==> src/rtl/wl_sched_pkg.sv <==
// Shared types, default parameters and helpers for the wordline sweep scheduler.
package wl_sched_pkg;

    typedef enum logic [1:0] {S_IDLE, S_GRANT, S_DONE} state_e;

    localparam int unsigned N_PORTS_DEF   = 4;
    localparam int unsigned TO_W_DEF      = 8;
    localparam int unsigned TO_CYCLES_DEF = 200;

    function automatic int unsigned onehot_to_idx(input logic [31:0] oh);
        int unsigned idx;
        idx = 0;
        for (int i = 0; i < 32; i++) begin
            if (oh[i]) idx = i;
        end
        return idx;
    endfunction

endpackage

==> src/rtl/wl_sweep_scheduler_if.sv <==
// Sweep initiator / shared-encoder handshake bundle for the sweep scheduler.
interface wl_sweep_scheduler_if #(
    parameter int unsigned N_PORTS = 4
);
    logic               start;
    logic [N_PORTS-1:0] wl_req;
    logic [N_PORTS-1:0] grant;
    logic               grant_valid;
    logic               grant_ack;
    logic               busy;
    logic               done;
    logic [N_PORTS-1:0] served_mask;
    logic               timeout_err;

    modport master (
        output start, wl_req, grant_ack,
        input  grant, grant_valid, busy, done, served_mask, timeout_err
    );

    modport slave (
        input  start, wl_req, grant_ack,
        output grant, grant_valid, busy, done, served_mask, timeout_err
    );
endinterface

==> src/rtl/wl_rr_pick.sv <==
// Round-robin picker: lowest set bit at or above ptr, else wrap to the lowest set bit.
module wl_rr_pick
    import wl_sched_pkg::*;
#(
    parameter int unsigned N_PORTS = N_PORTS_DEF
) (
    input  logic [N_PORTS-1:0]         i_mask,
    input  logic [$clog2(N_PORTS)-1:0] i_ptr,
    output logic [N_PORTS-1:0]         o_onehot,
    output logic [$clog2(N_PORTS)-1:0] o_idx,
    output logic                       o_any
);
    localparam int unsigned IDX_W = $clog2(N_PORTS);

    logic [N_PORTS-1:0] w_hi_oh;
    logic [N_PORTS-1:0] w_lo_oh;
    logic [N_PORTS-1:0] w_oh;

    // Scan downward so the last hit in each half is its lowest index.
    always_comb begin
        w_hi_oh = '0;
        w_lo_oh = '0;
        for (int i = N_PORTS - 1; i >= 0; i--) begin
            if (i_mask[i]) begin
                if (i >= int'(i_ptr)) begin
                    w_hi_oh    = '0;
                    w_hi_oh[i] = 1'b1;
                end else begin
                    w_lo_oh    = '0;
                    w_lo_oh[i] = 1'b1;
                end
            end
        end
    end

    assign w_oh     = (|w_hi_oh) ? w_hi_oh : w_lo_oh;
    assign o_onehot = w_oh;
    assign o_any    = |i_mask;
    assign o_idx    = IDX_W'(onehot_to_idx(32'(w_oh)));

endmodule

==> src/rtl/wl_sweep_scheduler.sv <==
// Grants each requester of a snapshotted vector in round-robin order, one at a time,
// with per-grant ack/timeout and a done pulse at the end of the sweep.
module wl_sweep_scheduler
    import wl_sched_pkg::*;
#(
    parameter int unsigned N_PORTS   = N_PORTS_DEF,
    parameter int unsigned TO_W      = TO_W_DEF,
    parameter int unsigned TO_CYCLES = TO_CYCLES_DEF
) (
    input logic                 i_clk,
    input logic                 i_rst,
    wl_sweep_scheduler_if.slave bus
);
    localparam int unsigned IDX_W = $clog2(N_PORTS);

    state_e             r_state;
    logic [N_PORTS-1:0] r_pending;
    logic [N_PORTS-1:0] r_served;
    logic [N_PORTS-1:0] r_grant;
    logic               r_grant_valid;
    logic               r_busy;
    logic               r_done;
    logic               r_terr;
    logic [IDX_W-1:0]   r_ptr;
    logic [IDX_W-1:0]   r_idx;
    logic [TO_W-1:0]    r_cnt;

    logic               w_ack;
    logic               w_retire;
    logic [N_PORTS-1:0] w_rem;
    logic [IDX_W-1:0]   w_next_ptr;
    logic [N_PORTS-1:0] w_pick_mask;
    logic [IDX_W-1:0]   w_pick_ptr;
    logic [N_PORTS-1:0] w_pick_oh;
    logic [IDX_W-1:0]   w_pick_idx;
    logic               w_pick_any;

    assign w_ack      = bus.grant_ack && r_grant_valid;
    assign w_retire   = w_ack || (r_cnt == TO_W'(TO_CYCLES - 1));
    assign w_rem      = r_pending & ~r_grant;
    assign w_next_ptr = (r_idx == IDX_W'(N_PORTS - 1)) ? '0 : r_idx + 1'b1;

    // One picker serves both the first grant (from the live request) and every follow-on.
    assign w_pick_mask = (r_state == S_IDLE) ? bus.wl_req : w_rem;
    assign w_pick_ptr  = (r_state == S_IDLE) ? r_ptr : w_next_ptr;

    wl_rr_pick #(
        .N_PORTS (N_PORTS)
    ) u_pick (
        .i_mask   (w_pick_mask),
        .i_ptr    (w_pick_ptr),
        .o_onehot (w_pick_oh),
        .o_idx    (w_pick_idx),
        .o_any    (w_pick_any)
    );

    always_ff @(posedge i_clk) begin
        if (i_rst) begin
            r_state       <= S_IDLE;
            r_pending     <= '0;
            r_served      <= '0;
            r_grant       <= '0;
            r_grant_valid <= 1'b0;
            r_busy        <= 1'b0;
            r_done        <= 1'b0;
            r_terr        <= 1'b0;
            r_ptr         <= '0;
            r_idx         <= '0;
            r_cnt         <= '0;
        end else begin
            unique case (r_state)
                S_IDLE: begin
                    if (bus.start) begin
                        r_pending <= bus.wl_req;
                        r_served  <= '0;
                        r_terr    <= 1'b0;
                        r_busy    <= 1'b1;
                        r_cnt     <= '0;
                        if (w_pick_any) begin
                            r_state       <= S_GRANT;
                            r_grant       <= w_pick_oh;
                            r_idx         <= w_pick_idx;
                            r_grant_valid <= 1'b1;
                        end else begin
                            r_state <= S_DONE;
                            r_done  <= 1'b1;
                        end
                    end
                end
                S_GRANT: begin
                    if (w_retire) begin
                        r_pending <= w_rem;
                        r_ptr     <= w_next_ptr;
                        r_cnt     <= '0;
                        if (w_ack) begin
                            r_served <= r_served | r_grant;
                        end else begin
                            r_terr <= 1'b1;
                        end
                        if (w_pick_any) begin
                            r_grant <= w_pick_oh;
                            r_idx   <= w_pick_idx;
                        end else begin
                            r_state       <= S_DONE;
                            r_grant       <= '0;
                            r_grant_valid <= 1'b0;
                            r_done        <= 1'b1;
                        end
                    end else begin
                        r_cnt <= r_cnt + 1'b1;
                    end
                end
                S_DONE: begin
                    r_state <= S_IDLE;
                    r_done  <= 1'b0;
                    r_busy  <= 1'b0;
                end
                default: r_state <= S_IDLE;
            endcase
        end
    end

    assign bus.grant       = r_grant;
    assign bus.grant_valid = r_grant_valid;
    assign bus.busy        = r_busy;
    assign bus.done        = r_done;
    assign bus.served_mask = r_served;
    assign bus.timeout_err = r_terr;

endmodule

==> src/flat_wrapper.sv <==
// flat-port wrapper written by rule: the top's interface ports become plain ports
module wl_sweep_scheduler_flat import wl_sched_pkg::*;
#(
    parameter int unsigned N_PORTS   = N_PORTS_DEF,
    parameter int unsigned TO_W      = TO_W_DEF,
    parameter int unsigned TO_CYCLES = TO_CYCLES_DEF
)
  (i_clk, i_rst, bus_start, bus_wl_req, bus_grant_ack, bus_grant, bus_grant_valid, bus_busy, bus_done, bus_served_mask, bus_timeout_err);
  wl_sweep_scheduler_if #(.N_PORTS(N_PORTS)) bus_i ();
  input logic i_clk;
  input logic i_rst;
  input wire logic [$bits(bus_i.start)-1:0] bus_start;
  input wire logic [$bits(bus_i.wl_req)-1:0] bus_wl_req;
  input wire logic [$bits(bus_i.grant_ack)-1:0] bus_grant_ack;
  output wire logic [$bits(bus_i.grant)-1:0] bus_grant;
  output wire logic [$bits(bus_i.grant_valid)-1:0] bus_grant_valid;
  output wire logic [$bits(bus_i.busy)-1:0] bus_busy;
  output wire logic [$bits(bus_i.done)-1:0] bus_done;
  output wire logic [$bits(bus_i.served_mask)-1:0] bus_served_mask;
  output wire logic [$bits(bus_i.timeout_err)-1:0] bus_timeout_err;
  assign bus_i.start = bus_start;
  assign bus_i.wl_req = bus_wl_req;
  assign bus_i.grant_ack = bus_grant_ack;
  assign bus_grant = bus_i.grant;
  assign bus_grant_valid = bus_i.grant_valid;
  assign bus_busy = bus_i.busy;
  assign bus_done = bus_i.done;
  assign bus_served_mask = bus_i.served_mask;
  assign bus_timeout_err = bus_i.timeout_err;
  wl_sweep_scheduler #(.N_PORTS(N_PORTS), .TO_W(TO_W), .TO_CYCLES(TO_CYCLES)) u_core (.i_clk(i_clk), .i_rst(i_rst), .bus(bus_i));
endmodule
==> config.mk <==
export PLATFORM = sky130hd
export DESIGN_NAME = wl_sweep_scheduler_flat
export DESIGN_NICKNAME = d
export VERILOG_FILES = /design/src/rtl/wl_sched_pkg.sv /design/src/rtl/wl_sweep_scheduler_if.sv /design/src/rtl/wl_rr_pick.sv /design/src/rtl/wl_sweep_scheduler.sv /design/src/flat_wrapper.sv
export SDC_FILE = /design/constraint.sdc
export NUM_CORES = 1
export LEC_CHECK = 0
export ABC_AREA = 1
export CORE_ASPECT_RATIO = 1.5
export CORE_MARGIN = 2
export CORE_UTILIZATION = 45
export DETAILED_ROUTE_END_ITERATION = 6
export HOLD_SLACK_MARGIN = 0.03
export PLACE_DENSITY = 0.67
export SYNTH_ARGS = -nofsm -noshare
export SYNTH_HDL_FRONTEND = slang
export SYNTH_SLANG_ARGS = --single-unit
==> constraint.sdc <==
create_clock -name i_clk -period 3.2 [get_ports i_clk]
set_input_delay 0.48 -clock i_clk [delete_from_list [all_inputs] [get_ports i_clk]]
set_output_delay 0.48 -clock i_clk [all_outputs]
set_load 0.005 [all_outputs]
## Yosys cells after proc, flatten, opt, wreduce, memory -nomap -nowiden

Index checks and enable logic that the tools add are counted.
W data, S select, Z words.

- Bits in registers: 30
- Latch bits: 0
- Memory bits (writable): 0
- Bits in read-only memories: 0
- Bits of input ports: 8
- Output and inout port bits: 12
- Logic and storage cells: 106
- Memories kept: 0

- Add/sub/neg operators: 2
- $mul: 0
- Div/mod/pow operators: 0
- Order comparisons: 3
- Equal/unequal tests: 10
- Shifts and indexed selects: 0
- Multiplexer cells: 59
- Bitwise gates (word level): 3
- Reduce and logical (&&, ||, !) cells: 18

Operator list:

| kind | count |
|---|---|
| $mux W4 | 22 |
| $pmux W4 S2 | 3 |
| $mux W2 | 11 |
| $mux W8 | 2 |
| $pmux W8 S2 | 1 |
| $mux W1 | 12 |
| $reduce_and A4 Y1 | 3 |
| $reduce_and A3 Y1 | 3 |
| $add A8 B1 Y8 const B | 1 |
| $eq A8 B8 Y1 const B | 1 |
| $ne A2 B2 Y1 const B | 4 |
| $pmux W2 S2 | 2 |
| $reduce_or A4 Y1 | 2 |
| $mux W3 | 2 |
| $pmux W1 S2 | 3 |
| $reduce_and A2 Y1 | 3 |
| $reduce_and A5 Y1 | 1 |
| $and A4 B4 Y4 | 1 |
| $eq A2 B2 Y1 const B | 2 |
| $ge A1 B2 Y1 const A | 2 |
| $ne A2 B1 Y1 const B | 2 |
| $not A4 Y4 | 1 |
| $or A4 B4 Y4 | 1 |
| $reduce_bool A2 Y1 | 2 |
| 8 further kinds | 8 |

## Logic depth before layout (Yosys ltp)

Gate-level depths: netlist of run 1.

- Word-level depth: 18
- Gate-level depth with buffers: 11

## Cells and area by module

From an unflattened synthesis of run 1, not the netlist that was laid out.

- Cell total of the unflattened synthesis: 244
- Area, all modules: 1609.0 um^2

Modules (own cells, without submodules):

| module | instances | cells an instance | area each (um^2) |
|---|---|---|---|
| wl_sweep_scheduler | 1 | 215 | 1480.2 |
| wl_rr_pick | 1 | 29 | 128.9 |

## Worst setup path after synthesis of run 1

No wires, ideal clock.

- Kind: reg2reg
- From: register u_core.r_cnt[1]
- To: register u_core.r_idx[1]
- Library setup time: 0.117 ns
- Data arrival time: 1.401 ns
- Path slack: 1.682 ns
- Stages on the path, launching flop included: 11
- Clock period less this slack: 1.518 ns
- Path through: dfxtp_1 -> ha_1 -> inv_1 -> nor3_1 -> nand2_2 -> nand2_4 -> nand2_4 -> nor2_4 -> nand2_2 -> a21oi_1 -> nor2_1

- Longest elaborated chain between the ends: 4

Ends and longest elaborated chain:

| what | line | source |
|---|---|---|
| start, declared | wl_sweep_scheduler.sv:26 | `logic [TO_W-1:0] r_cnt;` |
| start signal, assigned | wl_sweep_scheduler.sv:110 | `r_cnt <= r_cnt + 1'b1;` |
| $eq A8 B8 Y1 | wl_sweep_scheduler.sv:39 | `assign w_retire = w_ack \|\| (r_cnt == TO_W'(TO_CYCLES - 1));` |
| $logic_or A1 B1 Y1 | wl_sweep_scheduler.sv:39 |  |
| $ne A2 B1 Y1 (no source line) | - |  |
| $reduce_and A3 Y1 (no source line) | - |  |
| end signal, assigned | wl_sweep_scheduler.sv:82 | `r_idx <= w_pick_idx;` |
| end signal, assigned | wl_sweep_scheduler.sv:102 | `r_idx <= w_pick_idx;` |
| end, declared | wl_sweep_scheduler.sv:25 | `logic [IDX_W-1:0] r_idx;` |

Every way passes these cells.
A chain may end at the register's enable or synchronous reset.

## Worst setup path in the final report of run 1

- From: input bus_start
- To: register u_core.r_idx[0]

- Longest elaborated chain between the ends: 2

Ends and longest elaborated chain:

| what | line | source |
|---|---|---|
| start, declared | flat_wrapper.sv:12 | `input wire logic [$bits(bus_i.start)-1:0] bus_start;` |
| $ne A2 B2 Y1 (no source line) | - |  |
| $reduce_and A3 Y1 (no source line) | - |  |

Every way passes these cells.

==> results.json, run 1 <==
{
  "drive_gt1_share_pct": 14.9,
  "area_growth_pct": 20.1,
  "synth_nets": 240,
  "synth_cells": 230,
  "nNetsFinal": 264,
  "grt_overflow": 0,
  "ff2ff_path_depth": 9,
  "cts_max_level": 2,
  "hold_ws_ns": 0.460,
  "cp-end-kind": "flip-flop",
  "fmaxAchievable_mhz": 542,
  "min_period_ns": 1.85,
  "dpl.hpwl_um": 2820,
  "vias": 1542,
  "critPathLaunchType": "input pin",
  "path_buf_inv": 2,
  "cts_made_buffers": 5,
  "pwr-share-clk_pct": 20.6,
  "gp_congestion": 0.828,
  "first_iter_violations": 34,
  "critPathTopFamily": "buffers and inverters",
  "antenna_left": 0,
  "critPathKind": "input pin to flip-flop",
  "status": "finished, final reports clean",
  "comb_power_share_pct": 45.4,
  "p_sw_share_pct": 42.0,
  "insertion_delay_ns": 0.28,
  "clock_sinks": 30,
  "yosysUniqueCellTypes": 28,
  "ys_seq_area_share_pct": 37.5,
  "final_cells": 297,
  "internal_power_mw": 0.869,
  "path_cells": "clkdlybuf4s50_1, o21ai_2, inv_1, nand2_4, nor2_4, o21ai_0, nor2_1",
  "wirelength_um": 3640,
  "antenna_cells": 0,
  "cts_tree": "built",
  "cp_max_fo": 10,
  "p_total_mw": 1.50,
  "fin_crit_sh_pct": 57.7,
  "fillers": 339,
  "die_h_um": 77.1,
  "ys_ff_latch": 30,
  "clkTransAtPathRegs_ns": 0.06,
  "cts-root-buf": "clkbuf_8",
  "io_buffers": 19,
  "peakVddDrop_v": 0.000474,
  "finalSetupViolCount": 0,
  "wl_per_cell_um": 12.2,
  "sequentialPowerShare_pct": 34.0,
  "grt_max_degree": 16,
  "yosysWarnings": 0,
  "dp_cells": 289,
  "globalRouteTotalUtil_pct": 20.7,
  "rows": 26,
  "die-area_mm2": 0.00406,
  "final_hold_viol_count": 0,
  "max_slew_margin_pct": 64.3,
  "required_ns": 3.37,
  "initial_core_util_pct": 46.9,
  "first_pass_iters": 4,
  "worst_pin_slew_ns": 0.535,
  "antenna_found_initial": 0,
  "cts_buffer_depth": 2,
  "max_stage_delay_ns": 0.48,
  "timing.critical_path.depth": 7,
  "power_switching_mw": 0.629,
  "grt_pass1_vias": 1472,
  "synth_area_per_cell_um2": 6.96,
  "place_worst_setup_slack_ns": 1.06,
  "synth_area_mm2": 0.00160,
  "grt_pass1_wl_um": 6330,
  "min_path_type": "flip-flop to flip-flop",
  "hold_depth": 2,
  "cts_setup_buffers": 0,
  "power_density_mw_per_mm2": 779,
  "coreArea_mm2": 0.00342,
  "viasPerCell": 5.19,
  "boundaryPins": 20,
  "hold_buffers": 0,
  "reg2reg_slack_ns": 1.40,
  "setup_tns_ns": 0,
  "rsz0062_at_grt": "false",
  "cpMaxStageDelayCell": "clkdlybuf4s50_1",
  "drv_slew": 0,
  "die_w_um": 52.7,
  "drc_errors": 0,
  "p_leak_nw": 0.780,
  "critPathArrivalTime_ns": 2.01,
  "fin_ws_ns": 1.35,
  "fin_skew_ns": 0.00688,
  "cts-resized-gates": 0,
  "max_cap_viol_count": 0
}
cells by family (layout without fill, tap and decap cells):
logic type      Yosys count  after routing  share of synthesized area (%)
flops                    30             30                           37.5
xor+xnor                  1              1                          0.547
fa+ha+maj                 2              2                           1.56
buf+inv                  25             50                           6.41
compound gates           42             42                           14.8
simple gates            130            130                           39.1
worst paths after layout:
| check | end | from |
|---|---|---|
| max reg2reg | u_core.r_idx[0]$_SDFFE_PP0P_ | u_core.r_state[0]$_SDFFE_PP0P_ |
| min reg2reg | u_core.bus.timeout_err$_SDFFE_PP0P_ | u_core.bus.timeout_err$_SDFFE_PP0P_ |
| max | u_core.r_idx[0]$_SDFFE_PP0P_ | bus_start |
| min | u_core.bus.timeout_err$_SDFFE_PP0P_ | u_core.bus.timeout_err$_SDFFE_PP0P_ |
worst reg2reg max path, delay by kind of cell, from the launching register on:
family | cells | cell delay (ns)
AO/OA/AOI/OAI | 1 | 0.17
buffers and inverters | 2 | 0.26
flip-flops | 1 | 0.42
AND/OR/NAND/NOR | 6 | 0.85
state kept, by name, summed over array words and instances (netlist names):
signal                  flops
u_core.bus.busy             1
u_core.bus.done             1
u_core.bus.grant            4
u_core.bus.grant_valid      1
u_core.bus.served_mask      4
u_core.bus.timeout_err      1
u_core.r_cnt                8
u_core.r_idx                2
u_core.r_pending            4
u_core.r_ptr                2
u_core.r_state              2
cell usage in the layout (no fill, tap or decap), types with 5 or more instances in the layout:
master and instances:
clkdlybuf4s50_1 19, nand3_1 11, nor2_1 25, o21ai_0 10
clkbuf_8 6, nand2_2 10, nor2_2 5, inv_1 18
dfxtp_1 30, nor3_1 5, a21oi_1 23, nand2_1 61
synth_stat cells:
master     n  area share [%]
nor3_2     2             1.3
dfxtp_1   30              38
ha_1       2             1.6
nor2_8     1             1.3
inv_1     18             4.2
o21ai_0   10             3.1
a21oi_4    1             1.0
nand2_2   10             3.9
nor2_2     5             2.0
nor3b_1    2            0.94
o21ai_2    2             1.1
nor2_1    25             5.9
inv_2      4            0.94
xnor2_1    1            0.55
nor3_1     5             1.6
clkbuf_1   1            0.23
nand2_1   61              14
buf_2      1            0.31
buf_6      1            0.70
nor4_1     2            0.78
nand3_1   11             3.4
nor2_4     1            0.70
a21oi_1   23             7.2
nand2_4    4             2.8
o21ai_1    1            0.31
nand4_1    1            0.39
a211oi_1   2            0.94
a31oi_1    3             1.2
final cells by class:
class | instances | area [um2] | area share [%]
Clock inverter | 1 | 5.00 | 0.260
Timing Repair Buffer | 20 | 198 | 10.3
Tap cell | 42 | 52.6 | 2.73
Sequential cell | 30 | 601 | 31.2
Clock buffer | 7 | 86.3 | 4.49
Inverter | 22 | 82.6 | 4.29
Multi-Input combinational cell | 175 | 898 | 46.7
routing by layer:
layer	routed length [um]	vias to the layer above	track usage [%]
met3	110	9	4.86
met5	0	-	0
li1	-	795	-
met2	1900	27	34.4
met1	1510	711	23.7
met4	119	0	11.0
power by group through the flow:
stage / registers [mW] / clock network (mW) / logic [mW]
2_1_floorplan: 0.503 / 0 / 0.514
5_1_grt: 0.521 / 0.332 / 0.774
3_3_place_gp: 0.518 / 0 / 0.683
3_5_place_dp: 0.517 / 0 / 0.681
6_report: 0.510 / 0.309 / 0.680
4_1_cts: 0.510 / 0.315 / 0.683
metrics by stage:
step / instance area, um2 / util [%]
2_1_floorplan: 1600 / -
3_3_place_gp: 1830 / 53.6
3_5_place_dp: 1830 / 53.6
4_1_cts: 1920 / 56.3
5_1_grt: 1920 / 56.3
6_report: 1920 / 56.3
Note: power is estimated with default switching activity, not from simulation.
==> run 2: changes to the inputs <==
clock period = 1.7 ns   (was 3.2 ns; I/O delays follow)
==> results.json, run 2 (synthesized netlist as in run 1, its figures left out) <==
{
  "cp-end-kind": "flip-flop",
  "vias": 1560,
  "first_pass_iters": 6,
  "top_register": "u_core.r_cnt",
  "reg2reg_slack_ns": 0.15,
  "hold_depth": 2,
  "ff2ff_path_depth": 10,
  "drv_slew": 0,
  "antenna_left": 0,
  "grt_overflow": 0,
  "internal_power_mw": 1.86,
  "pwr-share-clk_pct": 21.9,
  "route.met2.wl_um": 2070,
  "setup_tns_ns": 0,
  "antenna_cells": 0,
  "cts_made_buffers": 5,
  "dpl.hpwl_um": 2980,
  "mostFrequentLayoutCells": "nand2_1 (61), dfxtp_1 (28), nor2_1 (24)",
  "power_density_mw_per_mm2": 1490,
  "max_slew_margin_pct": 79.9,
  "peakVddDrop_v": 0.000931,
  "critPathKind": "flip-flop to flip-flop",
  "p_sw_share_pct": 40.1,
  "die_w_um": 52.7,
  "dp_cells": 300,
  "status": "finished, final reports clean",
  "drc_errors": 0,
  "fin_skew_ns": 0.00455,
  "rr_startpoint": "u_core.r_cnt[0]$_SDFFE_PP0P_",
  "cts_max_level": 2,
  "layout_commonest_cell": "nand2_1",
  "wl_met1_um": 1610,
  "final_hold_viol_count": 0,
  "viasPerCell": 5.00,
  "routed-wl-met3_um": 103,
  "wirelength_um": 3850,
  "grt_max_degree": 15,
  "required_ns": 1.87,
  "hp-start": "u_core.bus.timeout_err$_SDFFE_PP0P_",
  "grt_pass1_wl_um": 6530,
  "min_to": "u_core.bus.timeout_err$_SDFFE_PP0P_",
  "insertion_delay_ns": 0.28,
  "final_cells": 312,
  "largest_register_ffs": 8,
  "globalRouteTotalUtil_pct": 21.4,
  "p_leak_nw": 0.867,
  "gp_congestion": 0.842,
  "drive_gt1_share_pct": 21.9,
  "hold_buffers": 0,
  "cp_max_fo": 8,
  "clock_sinks": 30,
  "cts_tree": "built",
  "fillers": 344,
  "critPathArrivalTime_ns": 1.72,
  "coreArea_mm2": 0.00342,
  "cts_buffer_depth": 2,
  "power_switching_mw": 1.25,
  "hold_ws_ns": 0.447,
  "io_buffers": 19,
  "fin_crit_sh_pct": 91.1,
  "min_path_type": "flip-flop to flip-flop",
  "comb_power_share_pct": 47.4,
  "finalSetupViolCount": 0,
  "wl_per_cell_um": 12.3,
  "worst_pin_slew_ns": 0.301,
  "die-area_mm2": 0.00406,
  "highest_layer": "met4",
  "sequentialPowerShare_pct": 30.7,
  "max_cap_viol_count": 0,
  "critPathLaunchType": "flip-flop",
  "min_period_ns": 1.55,
  "rr_endpoint": "u_core.r_idx[1]$_SDFFE_PP0P_",
  "grt_pass1_vias": 1487,
  "clkTransAtPathRegs_ns": 0.07,
  "fmaxAchievable_mhz": 645,
  "initial_core_util_pct": 46.9,
  "nNetsFinal": 279,
  "antenna_found_initial": 0,
  "cts-root-buf": "clkbuf_8",
  "die_h_um": 77.1,
  "first_iter_violations": 28,
  "area_growth_pct": 29.8,
  "rows": 26,
  "rsz0062_at_grt": "false",
  "boundaryPins": 20
}
==> run 2: cell count changes in the layout (fill, tap and decap cells not counted), sizes merged <==
cell	previous run	this run
buf	1	16
clkinv	1	0
clkbuf	7	8
==> run 2: critical path: stages (launching register included) <==
cell     delay, ns
dfxtp_2       0.35
ha_2          0.20
inv_1         0.07
nor3_2        0.13
nand2_2       0.13
nand2_4       0.09
nand2_4       0.08
nor2_4        0.16
nand2_2       0.07
a21oi_1       0.11
nor2_1        0.05
==> run 2: area by class of cell <==
cell class	count	area, um2	area share, %
Timing Repair Buffer	35	323	15.5
Multi-Input combinational cell	175	908	43.7
Tap cell	42	52.6	2.53
Inverter	22	82.6	3.97
Sequential cell	30	603	29.0
Clock buffer	8	110	5.29
==> run 2: metal layers <==
metal  vias up  GRT usage [%]
met4         0           9.23
met3         7           4.67
li1        828              -
met2        19           37.3
met1       706           24.1
met5         -              0
==> run 2: what timing repair did <==
item | in CTS | in global routing
gates resized for setup | 0 | 5
setup endpoints to repair | 0 | 10
endpoints found under the hold margin | 0 | 0
setup buffers | 0 | 4
==> run 2: worst max path at each step <==
stage | startpoint | to | slack (ns) | depth (start not counted)
after floorplan | u_core.r_cnt[1]$_SDFFE_PP0P_ | u_core.r_idx[1]$_SDFFE_PP0P_ | 0.18 | 10
after global placement | bus_grant_ack | u_core.r_idx[1]$_SDFFE_PP0P_ | 0.05 | 10
after detailed placement | u_core.r_cnt[0]$_SDFFE_PP0P_ | u_core.r_idx[1]$_SDFFE_PP0P_ | 0.02 | 10
after CTS | u_core.r_cnt[0]$_SDFFE_PP0P_ | u_core.r_idx[1]$_SDFFE_PP0P_ | 0.001 | 10
after global routing | u_core.r_state[0]$_SDFFE_PP0P_ | u_core.r_idx[1]$_SDFFE_PP0P_ | 0.01 | 11
final | u_core.r_cnt[0]$_SDFFE_PP0P_ | u_core.r_idx[1]$_SDFFE_PP0P_ | 0.15 | 10
==> run 2: through the flow <==
stage	util, %	total power, mW	setup slack (ns)	instance area, um2
after floorplan	-	1.91	0.182	1600
after global placement	56.4	2.37	0.0493	1930
after detailed placement	56.4	2.39	0.0200	1930
after CTS	59.6	3.07	0.00126	2040
after global routing	60.9	3.34	0.0131	2080
final	60.9	3.10	0.151	2080
==> run 2: power groups by stage <==
stage / Sequential, mW / Combinational, mW / Clock, mW
finish: 0.954 / 1.47 / 0.678
global route: 0.972 / 1.66 / 0.715
CTS: 0.950 / 1.43 / 0.690
detailed placement: 0.964 / 1.42 / 0
global placement: 0.963 / 1.41 / 0
floorplan: 0.947 / 0.967 / 0
